<file path="src/rtl/cpu_mem_pkg.sv">
// Shared encodings for the MEM stage: memory op codes, exception codes, byte enables.
// No logic lives here; the LSU decode and the EX/MEM register both import it.
// Op codes are 4-bit so the EX stage can pass them through unchanged.
package cpu_mem_pkg;

  localparam int LSU_AW = 32;
  localparam int LSU_RW = 5;

  localparam logic [3:0] MEM_OP_NONE = 4'd0;
  localparam logic [3:0] MEM_OP_LB   = 4'd1;
  localparam logic [3:0] MEM_OP_LBU  = 4'd2;
  localparam logic [3:0] MEM_OP_LH   = 4'd3;
  localparam logic [3:0] MEM_OP_LHU  = 4'd4;
  localparam logic [3:0] MEM_OP_LW   = 4'd5;
  localparam logic [3:0] MEM_OP_SB   = 4'd6;
  localparam logic [3:0] MEM_OP_SH   = 4'd7;
  localparam logic [3:0] MEM_OP_SW   = 4'd8;

  localparam logic [4:0] EXC_NONE = 5'd0;
  localparam logic [4:0] EXC_ADEL = 5'd4;
  localparam logic [4:0] EXC_ADES = 5'd5;

  localparam logic [3:0] BE_NONE = 4'b0000;
  localparam logic [3:0] BE_B0   = 4'b0001;
  localparam logic [3:0] BE_B1   = 4'b0010;
  localparam logic [3:0] BE_B2   = 4'b0100;
  localparam logic [3:0] BE_B3   = 4'b1000;
  localparam logic [3:0] BE_H0   = 4'b0011;
  localparam logic [3:0] BE_H1   = 4'b1100;
  localparam logic [3:0] BE_W    = 4'b1111;

  typedef enum logic {
    LSU_RUN      = 1'b0,
    LSU_EXC_WAIT = 1'b1
  } lsu_state_e;

  // Contents of the EX/MEM pipeline register.
  typedef struct packed {
    logic              valid;
    logic [LSU_AW-1:0] pc;
    logic [LSU_AW-1:0] addr;
    logic [LSU_AW-1:0] wdata;
    logic [3:0]        op;
    logic              reg_write;
    logic [LSU_RW-1:0] rd;
  } exmem_t;

endpackage

</file>
<file path="src/rtl/lsu_be_decode.sv">
// Decodes a memory op and the low address bits into DM byte enables, sign and alignment.
// Latency: purely combinational, zero cycles.
// Backpressure: none; the caller decides when the result is used.
module lsu_be_decode
  import cpu_mem_pkg::*;
(
  input  logic [3:0] op,
  input  logic [1:0] addr_lo,
  output logic [3:0] be,
  output logic       sign,
  output logic       aligned,
  output logic       is_load,
  output logic       is_store
);

  // Lane selection by access size; a misaligned or non-memory op drives no lanes.
  always_comb begin
    be       = BE_NONE;
    aligned  = 1'b1;
    is_load  = op inside {MEM_OP_LB, MEM_OP_LBU, MEM_OP_LH, MEM_OP_LHU, MEM_OP_LW};
    is_store = op inside {MEM_OP_SB, MEM_OP_SH, MEM_OP_SW};
    case (op)
      MEM_OP_LB, MEM_OP_LBU, MEM_OP_SB: begin
        case (addr_lo)
          2'd0:    be = BE_B0;
          2'd1:    be = BE_B1;
          2'd2:    be = BE_B2;
          default: be = BE_B3;
        endcase
      end
      MEM_OP_LH, MEM_OP_LHU, MEM_OP_SH: begin
        aligned = ~addr_lo[0];
        be      = addr_lo[0] ? BE_NONE : (addr_lo[1] ? BE_H1 : BE_H0);
      end
      MEM_OP_LW, MEM_OP_SW: begin
        aligned = (addr_lo == 2'd0);
        be      = (addr_lo == 2'd0) ? BE_W : BE_NONE;
      end
      default: be = BE_NONE;
    endcase
    // Only signed byte/half loads ask DM to sign-extend, and only when they actually access.
    sign = aligned & ((op == MEM_OP_LB) | (op == MEM_OP_LH));
  end

endmodule

</file>
<file path="src/rtl/mem_stage_lsu.sv">
// EX/MEM register plus DM load/store control with address-error exception handshake to CP0.
// Latency: one register stage; DM controls are decoded from it with no added cycle.
// Backpressure: stall_i holds the register; a pending exception bubbles it until exc_ack_i.
module mem_stage_lsu
  import cpu_mem_pkg::*;
#(
  parameter int AW = 32,
  parameter int RW = 5
) (
  input  logic          clk,
  input  logic          rst,
  input  logic          stall_i,
  input  logic          flush_i,
  input  logic          ex_valid_i,
  input  logic [AW-1:0] ex_pc_i,
  input  logic [AW-1:0] ex_addr_i,
  input  logic [AW-1:0] ex_wdata_i,
  input  logic [3:0]    ex_mem_op_i,
  input  logic          ex_reg_write_i,
  input  logic [RW-1:0] ex_rd_i,
  input  logic          exc_ack_i,
  output logic [AW-1:0] dm_addr_o,
  output logic [AW-1:0] dm_wdata_o,
  output logic          dm_we_o,
  output logic [3:0]    dm_be_o,
  output logic          dm_sign_o,
  output logic          mem_valid_o,
  output logic [AW-1:0] mem_pc_o,
  output logic          mem_reg_write_o,
  output logic [RW-1:0] mem_rd_o,
  output logic          mem_is_load_o,
  output logic          exc_req_o,
  output logic [4:0]    exc_code_o,
  output logic [AW-1:0] exc_epc_o,
  output logic [AW-1:0] exc_badvaddr_o
);

  exmem_t     r;
  lsu_state_e state;
  logic       aligned, is_load, is_store, mis, run;

  lsu_be_decode u_dec (
    .op       (r.op),
    .addr_lo  (r.addr[1:0]),
    .be       (dm_be_o),
    .sign     (dm_sign_o),
    .aligned  (aligned),
    .is_load  (is_load),
    .is_store (is_store)
  );

  assign run = (state == LSU_RUN);
  assign mis = r.valid & (is_load | is_store) & ~aligned;

  assign dm_addr_o       = r.addr;
  assign dm_wdata_o      = r.wdata;
  assign dm_we_o         = r.valid & is_store & ~mis & run;
  assign mem_valid_o     = r.valid & ~mis & run;
  assign mem_reg_write_o = r.reg_write & ~mis & run;
  assign mem_is_load_o   = r.valid & is_load;
  assign mem_pc_o        = r.pc;
  assign mem_rd_o        = r.rd;

  // EX/MEM register: flush wins over stall; while an exception is pending, new work is bubbled.
  always_ff @(posedge clk or posedge rst) begin
    if (rst) begin
      r <= '0;
    end else if (flush_i || (!stall_i && !run)) begin
      r.valid     <= 1'b0;
      r.op        <= MEM_OP_NONE;
      r.reg_write <= 1'b0;
    end else if (!stall_i) begin
      r <= '{valid: ex_valid_i, pc: ex_pc_i, addr: ex_addr_i, wdata: ex_wdata_i,
             op: ex_mem_op_i, reg_write: ex_reg_write_i, rd: ex_rd_i};
    end
  end

  // Exception FSM: a misaligned access captures its context and waits for CP0 to acknowledge.
  always_ff @(posedge clk or posedge rst) begin
    if (rst) begin
      state          <= LSU_RUN;
      exc_req_o      <= 1'b0;
      exc_code_o     <= EXC_NONE;
      exc_epc_o      <= '0;
      exc_badvaddr_o <= '0;
    end else begin
      case (state)
        LSU_RUN: begin
          // A stalled fault is only taken once the stall releases.
          if (mis && !stall_i) begin
            state          <= LSU_EXC_WAIT;
            exc_req_o      <= 1'b1;
            exc_code_o     <= is_load ? EXC_ADEL : EXC_ADES;
            exc_epc_o      <= r.pc;
            exc_badvaddr_o <= r.addr;
          end
        end
        LSU_EXC_WAIT: begin
          if (exc_ack_i) begin
            state      <= LSU_RUN;
            exc_req_o  <= 1'b0;
            exc_code_o <= EXC_NONE;
          end
        end
        default: state <= LSU_RUN;
      endcase
    end
  end

endmodule

</file>
<file path="config.mk">
export PLATFORM = sky130hd
export DESIGN_NAME = mem_stage_lsu
export DESIGN_NICKNAME = d
export VERILOG_FILES = /design/src/rtl/cpu_mem_pkg.sv /design/src/rtl/lsu_be_decode.sv /design/src/rtl/mem_stage_lsu.sv
export SDC_FILE = /design/constraint.sdc
export NUM_CORES = 1
export LEC_CHECK = 0
export CAP_MARGIN = 20
export CELL_PAD_IN_SITES_DETAIL_PLACEMENT = 1
export CELL_PAD_IN_SITES_GLOBAL_PLACEMENT = 2
export CORE_ASPECT_RATIO = 2
export CORE_MARGIN = 1.5
export CORE_UTILIZATION = 29
export CTS_CLUSTER_DIAMETER = 60
export CTS_CLUSTER_SIZE = 8
export DETAILED_ROUTE_END_ITERATION = 7
export PLACE_DENSITY_LB_ADDON = 0.1
export RECOVER_POWER = 50
export SYNTH_ARGS = -nofsm -noshare
export SYNTH_HDL_FRONTEND = slang
export SYNTH_HIERARCHICAL = 1
export SYNTH_SLANG_ARGS = --single-unit
</file>
<file path="constraint.sdc">
create_clock -name clk -period 6.9 [get_ports clk]
set_input_delay 0.69 -clock clk [delete_from_list [all_inputs] [get_ports clk]]
set_output_delay 0.69 -clock clk [all_outputs]
set_load 0.005 [all_outputs]
</file>
==> run_results.csv <==
group,metric,value,unit
run_status,status,"complete, but fails checks",
run_status,violations,"capacitance limit, slew limit",
route,wl_per_cell,20.31,um
logic_synthesis,synth_top_area_cell,"dfrtp_1",
worst_hold_path,min_path_type,"reg2reg",
cells_and_area,area_growth,38.09,%
floorplanning,die_h,233.9,um
logic_synthesis,synth_top_family_by_area,"multiplexers",
sta,fin_crit_sh,0.5936,
global_route,grt_pass1_wl,33180,um
global_route,grt_start_max_net_pins,96,
global_route,grt_overflow_total,0,
logic_synthesis,synth_cell_type_count,39,
logic_synthesis,ys_ff_latch,174,
cells_and_area,drive_above_1_share,0.2741,
cells_and_area,mostFrequentLayoutCell,"dfrtp_1",
global_route,antenna_found_initial,0,
cts,tritoncts,"built",
cells_and_area,nets,837,
sta,clock_skew,4.806,ps
critical_path,crit_fanout,95,
critical_path,critical-path-top-delay-family,"buffers and inverters",
route,viasPerCell,4.378,
logic_synthesis,synth.area.mux_share,0.2548,
placed_design,io_buffers,288,
cts,cts_setup_buffers,0,
cells_and_area,final_core_util,0.4062,
critical_path,max_stage_delay,2410,ps
cts,cts_buffers,17,
cts,clk_latency,440,ps
sta,hold_viol,0,
critical_path,path_class,"in2async",
floorplanning,dieArea,27700,um^2
cells_and_area,final_cells,1081,
logic_synthesis,yosys.area_share.xor_xnor,0.002266,
route,dr.pass1.iters,4,
global_route,busiest_layer,"met2",
job,drv_cap,1,
critical_path,path_buf_inv,4,
pwr,p_leak,4.808,nW
critical_path,cp.required,7510,ps
route,drt_iter0_drc,116,
logic_synthesis,synth_top_area_frac,0.5633,
sta,worst_pin_slew,4329,ps
route,drc,0,
placed_design,place_hpwl,15910,um
cts,htreeDepth,4,
global_route,grtUsageMet1,0.1522,
logic_synthesis,synth-edff-count,0,
critical_path,cp.arrival,4710,ps
sta,rsz0062_at_grt,"no",
sta,max_slew_margin,-1.902,
pwr,combPwrFrac,0.225,
floorplanning,core_area,26280,um^2
pwr,switching_share,0.2542,
cts,clkSinkCount,174,
global_route,met3_usage,0.04645,
logic_synthesis,synthTopCellsByArea,"dfrtp_1, mux2_2, buf_4",
logic_synthesis,synth_compound_area_frac,0.01845,
global_route,grt_use_total,0.1617,
floorplanning,top_level_ports,292,
pwr,p_int,2.102,mW
route,ant_nets,0,
route,vias,4733,
cells_and_area,layout_common_cells,"dfrtp_1, clkdlybuf4s50_1, mux2_2",
logic_synthesis,syn_avg_cell_area,14.29,um^2
pwr,ir_drop,148.3,uV
cells_and_area,diodes,0,
cts,post_cts_resized,0,
logic_synthesis,yosys_warnings,6,
critical_path,end_kind,"async pin",
floorplanning,rows,84,
placed_design,dpl.cell_count,1049,
sta,setup_violations,0,
pwr,power,2.818,mW
floorplanning,initial_utilization,0.2942,
critical_path,start_kind,"primary input",
cts,clockBufferDepth,2,
logic_synthesis,synth_area,7730,um^2
logic_synthesis,syn_inst,541,
sta,fmax,0.2441,GHz
route,wl,21950,um
pwr,powerDensity,264.0,nW/um^2
logic_synthesis,synth_ff_type,"dfrtp_1",
sta,period_minus_slack,4096,ps
pwr,clockPowerShare,0.319,
pwr,pwr-share-seq,0.456,
sta,tns,0,ps
cts,ctsHoldBuffers,0,
logic_synthesis,synth_fa_ha_area_frac,0,
cts,root_buffer,"clkbuf_16",
logic_synthesis,synthArstFlopShare,1.000,
global_route,use_met2,0.3167,
pwr,switching_power,0.7163,mW
logic_synthesis,seq_area_frac_synth,0.5633,
floorplanning,die_width,118.4,um
critical_path,crit_chain,"dlygate4sd3_1 -> clkinvlp_2 -> buf_4 -> buf_16",
logic_synthesis,synth_simple_gate_area_frac,0.03270,
critical_path,cp_slowest_cell,"clkinvlp_2",
placed_design,place.gp.congestion,0.7421,
sta,drv_slew,96,
global_route,grt_pass1_vias,5421,
cts,clk_pin_slew_worst_paths,60,ps
==> layer usage <==
layer	vias up	wire [um]
met3	25	1181
li1	2112	-
met4	0	665
met5	-	0
met1	2440	7103
met2	156	13000
==> per-stage QoR <==
| step | hold slack [ps] | worst slack, ps | cell area, um^2 |
|---|---|---|---|
| 3_3_place_gp | 488.4 | 3755 | 10120 |
| 4_1_cts | 507.3 | 3638 | 10650 |
| 6_report | 498.3 | 2804 | 10670 |
| 5_1_grt | 514.2 | 2136 | 10670 |
| 3_5_place_dp | 492.8 | 3694 | 10120 |
| 2_1_floorplan | 482.0 | 1493 | 7737 |
==> sequential cells by signal, summed over array words and instances, names as in the netlist <==
| register | cells |
|---|---|
| dm_addr_o | 32 |
| dm_wdata_o | 32 |
| exc_badvaddr_o | 32 |
| exc_code_o | 2 |
| exc_epc_o | 32 |
| mem_pc_o | 32 |
| mem_rd_o | 5 |
| r | 6 |
| state | 1 |
==> final timing paths <==
kind | startpoint | slack (ps) | cells after the start | to
max reg2reg | r[9] | 3880 | 6 | exc_epc_o[30]
min reg2reg | dm_wdata_o[2] | 500 | 1 | dm_wdata_o[2]
max | rst | 2800 | 4 | dm_wdata_o[19]
max in group clk | r[7] | 3700 | 6 | dm_we_o
min in group asynchronous | rst | 2010 | 2 | dm_addr_o[11]
min | dm_wdata_o[2] | 500 | 1 | dm_wdata_o[2]
==> synth_stat cells (all sizes together), types with 2 or more instances <==
library cell and count:
and4bb 2, nand2 8, mux2 165, o2111ai 2, inv 5, nor3 4, clkbuf 3, nor2 12
nor2b 5, dfrtp 174, nor3b 5, a22oi 6, buf 127, o21ai 6, a21oi 2
==> area by class of cell <==
class | instances | area [um^2]
clock buffers | 24 | 461.7
fillers | 2735 | 15600
flip-flops and latches | 174 | 4354
multi-input cells | 234 | 2402
inverters | 5 | 20.02
well taps | 344 | 430.4
clock inverters | 7 | 65.06
repair buffers | 293 | 2940
==> cells by family (layout without fill, tap and decap cells) <==
family,after synthesis,after routing
XOR/XNOR,2,2
multiplexers,166,166
other,1,3
flip-flops,174,174
AO/OA/AOI/OAI,21,21
AND/OR/NAND/NOR,42,42
buffers and inverters,135,329
==> power by group through the flow <==
stage | registers (mW) | logic, mW | clock network (mW)
final | 1.29 | 0.633 | 0.900
after global routing | 1.31 | 0.681 | 0.974
after CTS | 1.29 | 0.698 | 0.944
after detailed placement | 1.31 | 0.694 | 0
after global placement | 1.30 | 0.684 | 0
after floorplan | 1.28 | 0.362 | 0
No activity file was read; power rests on OpenSTA's default activity.
